### src/rtl/fetch_unit.sv
// Instruction fetch stage: owns the PC, issues sequential word fetches to the
// instruction memory, buffers in-order responses and hands them to decode
// together with their PC. Redirects flush everything buffered and squash any
// responses still in flight.
module fetch_unit #(
  parameter logic [31:0] RESET_PC = 32'h0000_0000,
  parameter int          DEPTH    = 4
) (
  input  logic        clk,
  input  logic        rst,
  output logic        imem_req_valid,
  output logic [31:0] imem_req_addr,
  input  logic        imem_req_ready,
  input  logic        imem_rsp_valid,
  input  logic [31:0] imem_rsp_data,
  output logic        inst_valid,
  output logic [31:0] inst,
  output logic [31:0] inst_pc,
  input  logic        inst_ready,
  input  logic        redirect_valid,
  input  logic [31:0] redirect_pc
);

  localparam int AW = $clog2(DEPTH);
  localparam int CW = AW + 1;
  localparam logic [CW:0] CAP = (CW+1)'(DEPTH);

  localparam logic [0:0] STATE_FETCH = 1'b0;
  localparam logic [0:0] STATE_FLUSH = 1'b1;

  logic [0:0]    state;
  logic [31:0]   pc;
  logic [31:0]   rsp_pc;
  logic [CW-1:0] outstanding;
  logic [CW-1:0] occ;
  logic [CW-1:0] drop;
  logic [AW-1:0] rd_ptr;
  logic [AW-1:0] wr_ptr;
  logic [31:0]   buf_data [DEPTH];
  logic [31:0]   buf_pc   [DEPTH];

  logic [CW:0]   in_use;
  logic          req_fire;
  logic          rsp_take;
  logic          push;
  logic          pop;
  logic [CW-1:0] drop_next;
  logic [31:0]   target_pc;

  // Request/response/pop qualification; rst gates the request so nothing is
  // offered to memory while reset is held.
  always_comb begin
    in_use         = {1'b0, occ} + {1'b0, outstanding};
    imem_req_valid = rst && (state == STATE_FETCH) && (in_use < CAP) && !redirect_valid;
    imem_req_addr  = pc;
    req_fire       = imem_req_valid && imem_req_ready;
    rsp_take       = imem_rsp_valid && (outstanding != '0);
    push           = rsp_take && (state == STATE_FETCH) && !redirect_valid;
    inst_valid     = (occ != '0);
    pop            = inst_valid && inst_ready;
    inst           = buf_data[rd_ptr];
    inst_pc        = buf_pc[rd_ptr];
    drop_next      = outstanding - CW'(rsp_take);
    target_pc      = redirect_pc & 32'hFFFF_FFFC;
  end

  // PC, response PC, in-flight count and flush bookkeeping.
  always_ff @(posedge clk or negedge rst) begin
    if (!rst) begin
      state       <= STATE_FETCH;
      pc          <= RESET_PC;
      rsp_pc      <= RESET_PC;
      outstanding <= '0;
      drop        <= '0;
    end else begin
      outstanding <= outstanding + CW'(req_fire) - CW'(rsp_take);
      if (redirect_valid) begin
        pc     <= target_pc;
        rsp_pc <= target_pc;
        drop   <= drop_next;
        state  <= (drop_next != '0) ? STATE_FLUSH : STATE_FETCH;
      end else begin
        if (req_fire) begin
          pc <= pc + 32'd4;
        end
        if (push) begin
          rsp_pc <= rsp_pc + 32'd4;
        end
        if (state == STATE_FLUSH) begin
          if (rsp_take) begin
            drop <= drop - CW'(1);
          end
          if ((drop == '0) || (rsp_take && (drop == CW'(1)))) begin
            state <= STATE_FETCH;
          end
        end
      end
    end
  end

  // Instruction buffer: registered FIFO, cleared outright on a redirect.
  always_ff @(posedge clk or negedge rst) begin
    if (!rst) begin
      rd_ptr <= '0;
      wr_ptr <= '0;
      occ    <= '0;
      for (int i = 0; i < DEPTH; i++) begin
        buf_data[i] <= '0;
        buf_pc[i]   <= '0;
      end
    end else if (redirect_valid) begin
      rd_ptr <= '0;
      wr_ptr <= '0;
      occ    <= '0;
    end else begin
      if (push) begin
        buf_data[wr_ptr] <= imem_rsp_data;
        buf_pc[wr_ptr]   <= rsp_pc;
        wr_ptr           <= wr_ptr + AW'(1);
      end
      if (pop) begin
        rd_ptr <= rd_ptr + AW'(1);
      end
      occ <= occ + CW'(push) - CW'(pop);
    end
  end

endmodule

### config.mk
export PLATFORM = sky130hd
export DESIGN_NAME = fetch_unit
export DESIGN_NICKNAME = d
export VERILOG_FILES = /design/src/rtl/fetch_unit.sv
export SDC_FILE = /design/constraint.sdc
export NUM_CORES = 1
export LEC_CHECK = 0
export BUFFER_PORTS_ARGS = -buffer_cell sky130_fd_sc_hd__buf_4
export CORE_MARGIN = 4
export CORE_UTILIZATION = 59
export DETAILED_ROUTE_END_ITERATION = 8
export GPL_ROUTABILITY_DRIVEN = 0
export PLACE_DENSITY = 0.8
export SLEW_MARGIN = 10
export SYNTH_ARGS = -nofsm -noshare
export SYNTH_HDL_FRONTEND = slang
export SYNTH_SLANG_ARGS = --single-unit
### constraint.sdc
create_clock -name clk -period 3.4 [get_ports clk]
set_input_delay 0.68 -clock clk [delete_from_list [all_inputs] [get_ports clk]]
set_output_delay 0.68 -clock clk [all_outputs]
set_load 0.02 [all_outputs]
Word level (Yosys, flattened, before mapping)
Cells that the tools add are included. Widths: inputs -> output; s select.

Output and inout bits: 98. Input port bits: 70. Register bits: 334. Word-level logic and storage cells: 85.

Add/sub/neg operators: 11. Reduce and logical (&&, ||, !) cells: 23. Multiplexer cells: 26. Eq/ne operators: 1. Bitwise logic cells: 4. Order comparisons: 4.

Operators by type and width (count): $mux 32 (9); $bwmux 128 (2); $bmux 32 s2 (2); $add 32x3->32 const B (2); $demux 32 s2 (1); $mux 3 (4); $logic_and 1x1->1 (10); $reduce_bool 2->1 (5); $reduce_bool 3->1 (3); $sub 3x1->3 (3); $mux 2 (4); $add 3x1->3 (2); $ge 3x3->1 const B (2); $not 2->3 (2); $add 2x1->2 const B (2); $add 3x3->4 (1); $lt 4x3->1 const B (1); $mux 1 (4); $reduce_and 2->1 (2); $eq 3x1->1 const B (1); $logic_not 3->1 (1); $lt 3x1->1 const B (1); $sub 3x1->3 const B (1); $not 1->1 (2); other kinds (2) (2).

Longest topological paths before layout
Gate-level depths: netlist of run 1.

Word-level depth: 7. Depth in mapped cells: 14. Mapped depth without buffers: 11.

Least setup slack after synthesis of run 1
OpenSTA, ideal clock, no wires.

Path kind: reg-to-reg. Start: register outstanding[2]. End: register outstanding[2]. Arrival: 2.899 ns. Data required time: 3.271 ns. Cell stages (with the launch flop): 15. Buffers on the path: 3. Path slack: 0.372 ns. Period minus slack after synthesis: 3.028 ns. Path through: dfrtp_1 -> ha_1 -> nor4b_1 -> and4_1 -> buf_2 -> inv_2 -> buf_2 -> clkbuf_1 -> ha_1 -> inv_1 -> ha_1 -> inv_1 -> fa_1 -> xnor2_1 -> xnor2_1.

Cells in the longest elaborated chain, start to end: 7. Elaborated cells between the ends (all ways): 9.

Ends and longest elaborated chain: from (decl) (line 34) `logic [CW-1:0] outstanding;`; from (signal assigned) (line 76) `outstanding <= outstanding + CW'(req_fire) - CW'(rsp_take);`; $add 3x3->4 (line 53) `in_use = {1'b0, occ} + {1'b0, outstanding};`; $lt 4x3->1 (line 54) `imem_req_valid = rst && (state == STATE_FETCH) && (in_use < CAP) && !redirect_valid;`; $logic_and 1x1->1 (2 in a row) (line 54); $logic_and 1x1->1 (line 56) `req_fire = imem_req_valid && imem_req_ready;`; $add 3x1->3 (line 76); $sub 3x1->3 * (line 76).

Mark *: on every way between the ends. The rest lies on a longest branch, timed or not. A chain may end at the register's enable or synchronous reset.

Final worst setup path of run 1
Start: register outstanding[2]. End: register pc[30], in the netlist imem_req_addr[30].

Cells in the longest elaborated chain, start to end: 6.

Ends and longest elaborated chain: $add 3x3->4 (line 53); $lt 4x3->1 (line 54); $logic_and 1x1->1 (2 in a row) (line 54); $logic_and 1x1->1 (line 56); $reduce_bool 2->1 (no line); to (signal assigned) (line 78) `pc <= target_pc;`; to (signal assigned) (line 84) `pc <= pc + 32'd4;`; to (decl) (line 32) `logic [31:0] pc;`.

No other way between the ends.

==> summary.md, run 1 <==
| Metric | Value |
|---|---|
| Clk Tree Root Cell | clkbuf_16 |
| Max incr delay on CP | 0.45 ns |
| Layout cells sized above 1 | 45.1% |
| Max-cap violation count | 0 |
| Critical Path Start Type | register |
| WP data required | 3.79 ns |
| Pwr per Cell Area | 766 nW/um^2 |
| Rel. slew slack | 28.3% |
| DRC Markers | 0 |
| IO Pins | 168 |
| Total Wirelength | 32600 um |
| Least-Margin Pin Slew | 1.07 ns |
| DR iter-0 viols | 733 |
| GR Util met2 | 37.1% |
| CTS tree | built |
| Final clock skew | 0.0173 ns |
| First-pass GRT wire length | 54300 um |
| Achievable Freq | 360 MHz |
| Multi-input logic area | 6590 um^2 |
| Netlist cell types | 58 |
| Register area share after synthesis | 53.4% |
| Nets | 1324 |
| DIE HEIGHT | 168 um |
| CTS buffer count | 36 |
| Run status | completed |
| Total grt overflow | 0 |
| Setup TNS | 0 ns |
| Vias | 9624 |
| Final worst path period share | 81.8% |
| Die width | 168 um |
| Share of the synthesized area in the top cell type | 53.4% |
| Area contributors post-synth | dfrtp_1, mux2_2, mux4_2 |
| Fillcell total | 1723 |
| Tmin final | 2.78 ns |
| Gr usage total | 23.5% |
| Cells after Synth | 1090 |
| Setup CP Type | register to register |
| Clk_lat worst skew | 0.51 ns |
| Clk buf depth | 3 |
| Max FO, Critical Path | 30 |
| Worst setup EP type | register |
| Worst-path clk slew | 0.05 ns |
| CTS HTree Levels | 2 |
| Register area | 8060 um^2 |
| Largest net degree at the start of global routing | 120 |
| Detailed Place HPWL | 20800 um |
| Initial DRT Pass Iterations | 5 |
| Vias in the first global route | 10300 |
| Setup Buffers After CTS | 0 |
| Die area | 28200 um^2 |
| Synthesized cell area | 15100 um^2 |
| Final hold slack | 0.344 ns |
| Critical path data arrival time | 3.17 ns |
| CTS Hold Bufs | 0 |
| GRT met1 Usage | 34.8% |
| Main synth FF type | dfrtp_1 |
| Core box area | 25200 um^2 |
| Port Buffers | 161 |
| Initial cell density of the core | 59.9% |
| Ys Warns | 0 |
| Setup-failing EPs final | 0 |
| Busiest layer in global routing | met2 |
| Synth-to-Final Area Change | 17.6% |
| Asr flop ratio synth | 100% |
| LEAKAGE | 8.13 nW |
| RSZ-0062 raised after global routing | no |
| Hold Crit Class | input port to async pin |
| Peak supply drop | 529 uV |
| Final Cell Area | 17700 um^2 |
| Final Hold Fails | 0 |
| Routing usage on met3 | 4.09% |
| Post_cts resized | 0 |
| Synth Register Bits | 322 |
| # diodes | 0 |
| Average wire per cell in the routed design | 20.5 um |
| Avg Cell Area, Syn | 13.8 um^2 |
| Antenna violations before repair | 0 |
| CP max-delay cell | dfrtp_1 |
| Via/cell ratio | 6.06 |
| Core Rows | 58 |
| Number of flops mapped to enable cells by yosys | 0 |
| Final slew viol count | 0 |
| Biggest area consumer among synthesized cells | dfrtp_1 |
| Crit path cell chain | ha_1 > nor4b_1 > and4_1 > inv_2 > buf_4 > nor3_1 > nand3_1 > mux2_1 |
| Post-DP Area | 16600 um^2 |
| Clock sink total | 322 |
| ANT nets after route | 0 |
==> cells in the final DEF (no fill, tap or decap), types with 5 or more instances in the layout <==
cell	count
dfrtp_1	320
mux2_2	253
buf_4	169
mux4_2	62
nand2_1	51
clkbuf_16	37
nand3_1	33
o21ai_0	33
nor2_1	29
xnor2_1	23
xor2_1	20
inv_1	19
nand4_1	19
ha_1	17
and3_1	13
a31oi_1	11
a21boi_0	11
nor4_1	10
and2_2	8
buf_12	8
nor3_1	7
nand2b_1	7
clkbuf_1	7
clkbuf_8	7
or3_1	6
a21oi_1	6
o211ai_1	6
and4_1	5
clkinv_2	5
==> synthesized netlist by cell type, types with 2 or more instances <==
library cell	instances
buf_4	6
nor2_1	29
buf_2	35
fa_1	2
nand4_1	19
and4_1	5
and2_2	4
nand2_1	51
o311ai_0	4
and2_1	8
mux4_2	62
o211ai_1	6
a21boi_1	2
mux2i_1	3
inv_2	2
xnor2_1	23
xor2_1	20
nor4_1	10
or4_1	4
a21boi_0	11
or3_1	6
nand2b_1	7
clkbuf_1	26
nor3_1	7
and4_2	2
nor2b_1	2
o21ai_0	33
nand3b_1	2
nand3_1	33
and3_1	13
inv_1	19
a31oi_1	11
buf_1	2
a21oi_1	6
a41oi_1	2
mux2_2	253
dfrtp_1	322
o311ai_1	2
ha_1	17
==> path summary, 6_finish.rpt <==
| check | startpoint | slack (ns) | depth (start not counted) | endpoint |
|---|---|---|---|---|
| max in group asynchronous | rst | 1.56 | 3 | buf_data[30] |
| hold / removal | rst | 0.34 | 2 | buf_data[5] |
| setup reg to reg | outstanding[2] | 0.62 | 8 | imem_req_addr[30] |
| hold reg to reg | buf_data[56] | 0.50 | 1 | buf_data[56] |
| min in group clk | redirect_pc[27] | 0.41 | 3 | imem_req_addr[27] |
| setup / recovery | outstanding[2] | 0.62 | 8 | imem_req_addr[30] |
==> worst max-delay path, delay by kind of cell, from the launching register on <==
family	cells	cell delay (ns)
adders and majority gates	1	0.32
buffers and inverters	2	0.27
muxes	1	0.34
and+or+nand+nor	4	1.28
DFF	1	0.45
==> layer usage <==
| metal | up-vias | routed length [um] |
|---|---|---|
| met3 | 50 | 2140 |
| met2 | 333 | 15300 |
| met1 | 4972 | 14500 |
| met5 | - | 0 |
| met4 | 0 | 585 |
| li1 | 4269 | - |
==> power breakdown <==
part | switching (W) | internal, W
clock | 0.00148 | 0.00229
combinational | 0.00213 | 0.00237
sequential | 0.000590 | 0.00472
total | 0.00421 | 0.00939
==> cell families (layout without fill, tap and decap cells) <==
kind of cell	after synthesis	count (layout)	synth area share, %
mux	319	319	28.4
flops	322	322	53.4
compound gates	81	81	3.47
simple gates	209	209	7.50
xor+xnor	43	43	2.50
fa+ha+maj	19	19	1.68
buf+inv	96	260	3.00
other cells	1	4	0.0249
==> final cells by class <==
cell class,count,area share [%]
clock buffer,51,5.91
clock inverter,9,0.578
inverter,22,0.479
multi-input combinational,675,37.1
sequential,322,45.4
tap,330,2.33
timing repair buffer,178,8.14
==> stage by stage <==
stage / setup WS, ns / cells / util (%) / power [W]
6_report: 0.620 / 1587 / 70.5 / 0.0136
5_1_grt: 0.491 / 1587 / 70.5 / 0.0143
4_1_cts: 0.591 / 1587 / 70.5 / 0.0138
3_5_place_dp: 0.532 / 1527 / 65.9 / 0.00992
3_3_place_gp: 0.578 / 1527 / 65.9 / 0.00976
2_1_floorplan: 0.372 / 1093 / - / 0.00822
==> flip-flops by register name (all words and copies together), names as in the netlist <==
name / flops
buf_data: 128
rsp_pc: 30
wr_ptr: 2
drop: 3
imem_req_addr: 30
occ: 3
state: 1
outstanding: 3
buf_pc: 120
rd_ptr: 2
Power figures use the tool's default switching activity.
==> inputs of run 2 (changes only) <==
Settings changed: ABC_AREA set to 1.
Clock period 3.4 ns to 2.6 ns, I/O delays scaled along.
==> run 2 against run 1 <==
  * Setup slack lost 0.55 ns
  * Critical path depth fell by 3
  * Largest cell class unchanged
  * Register-to-register slack worse by 0.51 ns
  * Via count rose by 44%
  * Final cell count increased by 51%
  * Synthesized area rose by 3.9%
  * Worst hold slack worse by 0.058 ns
  * Sequential power rose by 31%
  * Core utilization decreased by 0.84 points
  * Synthesized cell count increased by 77%
==> summary.md, run 2 <==
| Metric | Value |
|---|---|
| Hold Crit Class | input port to register |
| Main synth FF type | dfrtp_1 |
| Max reg flops | 128 |
| Initial cell density of the core | 60.1% |
| CP max-delay cell | dfrtp_4 |
| Final slew viol count | 0 |
| Largest regs | buf_data: 128 flops, buf_pc: 120 flops |
| Die width | 171 um |
| Number of flops mapped to enable cells by yosys | 0 |
| Share of the synthesized area in the top cell type | 51.4% |
| Asr flop ratio synth | 100% |
| Netlist cell types | 41 |
| CTS HTree Levels | 2 |
| Via/cell ratio | 5.79 |
| Most frequent cell after synthesis | nand2_1 |
| Clk_lat worst skew | 0.50 ns |
| Run status | completed |
| First-pass GRT wire length | 65600 um |
| Max incr delay on CP | 0.56 ns |
| Area contributors post-synth | dfrtp_1, o21ai_0, nand2_1 |
| Clock sink total | 322 |
| Antenna violations before repair | 0 |
| Critical path's top delay family | buffers and inverters |
| Total Wirelength | 41000 um |
| Setup CP Type | register to output pin |
| Port Buffers | 161 |
| Critical path data arrival time | 2.01 ns |
| Biggest area consumer among synthesized cells | dfrtp_1 |
| Cells after Synth | 1926 |
| Worst-path clk slew | 0.06 ns |
| Core Rows | 59 |
| Total grt overflow | 0 |
| Detailed Place HPWL | 24900 um |
| Largest net degree at the start of global routing | 130 |
| ANT nets after route | 0 |
| Commonest non-fill, non-tap cell in the layout | nand2_1 |
| LEAKAGE | 8.85 nW |
| Core box area | 26100 um^2 |
| Critical Path Start Type | register |
| Pwr per Cell Area | 1010 nW/um^2 |
| CTS tree | built |
| Clk buf depth | 3 |
| Rel. slew slack | 35.0% |
| DR iter-0 viols | 1275 |
| Least-Margin Pin Slew | 0.975 ns |
| Crit path cell chain | inv_8 > buf_6 > o21ai_0 > o22ai_1 > buf_4 |
| Vias in the first global route | 13300 |
| Setup-failing EPs final | 0 |
| IO Pins | 168 |
| Average wire per cell in the routed design | 17.1 um |
| Layout cells sized above 1 | 13.2% |
| Clk Tree Root Cell | clkbuf_16 |
| DRC Markers | 0 |
| Synth-to-Final Area Change | 15.8% |
| Final Hold Fails | 0 |
| Max-cap violation count | 0 |
| Ys Warns | 0 |
| CTS buffer count | 35 |
| Setup TNS | 0 ns |
| Commonest non-fill, non-tap cells in the layout | nand2_1, o21ai_0, dfrtp_1 |
| Worst setup EP type | output pin |
| Initial DRT Pass Iterations | 5 |
| DIE HEIGHT | 171 um |
| Peak supply drop | 710 uV |
| Register area share after synthesis | 51.4% |
| # diodes | 0 |
| Final worst path period share | 97.3% |
| Tmin final | 2.53 ns |
| RSZ-0062 raised after global routing | no |
| Achievable Freq | 395 MHz |
| Placed Cells | 2337 |
| Buf/Inv on CP | 3 |
| Synthesized cell area | 15700 um^2 |
| Synth Register Bits | 322 |
| WP data required | 2.08 ns |
| Commonest cells post-synth | nand2_1, o21ai_0, dfrtp_1 |
| Final clock skew | 0.0111 ns |
| Vias | 13900 |
| Cell Count, Final, Fillers Out | 2396 |
| Final hold slack | 0.286 ns |
| Die area | 29200 um^2 |
| Avg Cell Area, Syn | 8.14 um^2 |
| Setup Buffers After CTS | 0 |
| Top reg by flops | buf_data |
| Max FO, Critical Path | 21 |
| Gr usage total | 27.1% |
| Nets | 2132 |
## run 2: through the flow
step / power (W) / utilization (%) / area (um^2) / worst slack [ns]
floorplan: 0.0109 / - / 15700 / 0.0331
global placement: 0.0131 / 65.0 / 16900 / 0.226
detailed placement: 0.0133 / 65.0 / 16900 / 0.180
CTS: 0.0182 / 69.3 / 18100 / -0.00108
global route: 0.0194 / 69.6 / 18100 / 0.0102
finish: 0.0183 / 69.6 / 18100 / 0.0705
## run 2: final timing paths
path	start	to	slack, ns	cells after the start
worst max-delay path	rd_ptr[0]	inst[11]	0.07	5
worst min-delay path	redirect_pc[11]	imem_req_addr[11]	0.29	3
worst max register to register	outstanding[2]	outstanding[2]	0.11	12
worst min register to register	buf_pc[82]	buf_pc[82]	0.48	2
max in group asynchronous	rst	buf_data[77]	0.78	4
min in group asynchronous	rst	buf_data[59]	0.59	3
## run 2: worst reg2reg max path, stage by stage (launching register included)
cell and delay [ns]:
dfrtp_2 0.45, ha_1 0.32, nor2_1 0.12, nand2_1 0.09
nor2_4 0.13, nand2_2 0.06, ha_1 0.26, inv_1 0.05
ha_1 0.12, inv_1 0.05, fa_1 0.37, xnor2_1 0.20
xor2_1 0.19
## run 2: area by class of cell
cell class / instances / area [um^2]
tap: 335 / 419
timing repair buffer: 189 / 1610
clock buffer: 47 / 1000
inverter: 135 / 522
clock inverter: 8 / 97.6
multi-input combinational: 1360 / 6430
sequential: 322 / 8060
fill: 2055 / 7910
## run 2: layer usage
metal,global-route usage [%],share of wire [%]
met3,3.97,7.8
met5,0,0
met4,7.44,2.3
met2,44.3,47
met1,38.2,43
## run 2: cell families after synthesis
| logic type | synth area share [%] |
|---|---|
| adder cells (fa/ha/maj) | 1.61 |
| XOR/XNOR | 1.40 |
| AND/OR/NAND/NOR | 20.6 |
| other | 0.0239 |
| flip-flops | 51.4 |
| buffers and inverters | 7.67 |
| AO/OA/AOI/OAI | 17.3 |
## run 2: power breakdown
part / switching (W) / internal, W / total [W] / leakage, nW
logic: 0.00404 / 0.00250 / 0.00654 / 4.07
clock network: 0.00191 / 0.00288 / 0.00479 / 0.546
registers: 0.000790 / 0.00619 / 0.00698 / 4.23
## run 2: repair_timing
| item | in CTS | in global routing |
|---|---|---|
| setup endpoints to repair | 1 | 16 |
| hold buffers | 1 | 0 |
| resized for setup | 2 | 6 |
| hold endpoints to repair | 11 | 0 |
| gates cloned | 0 | 3 |
| pin swaps | 0 | 1 |
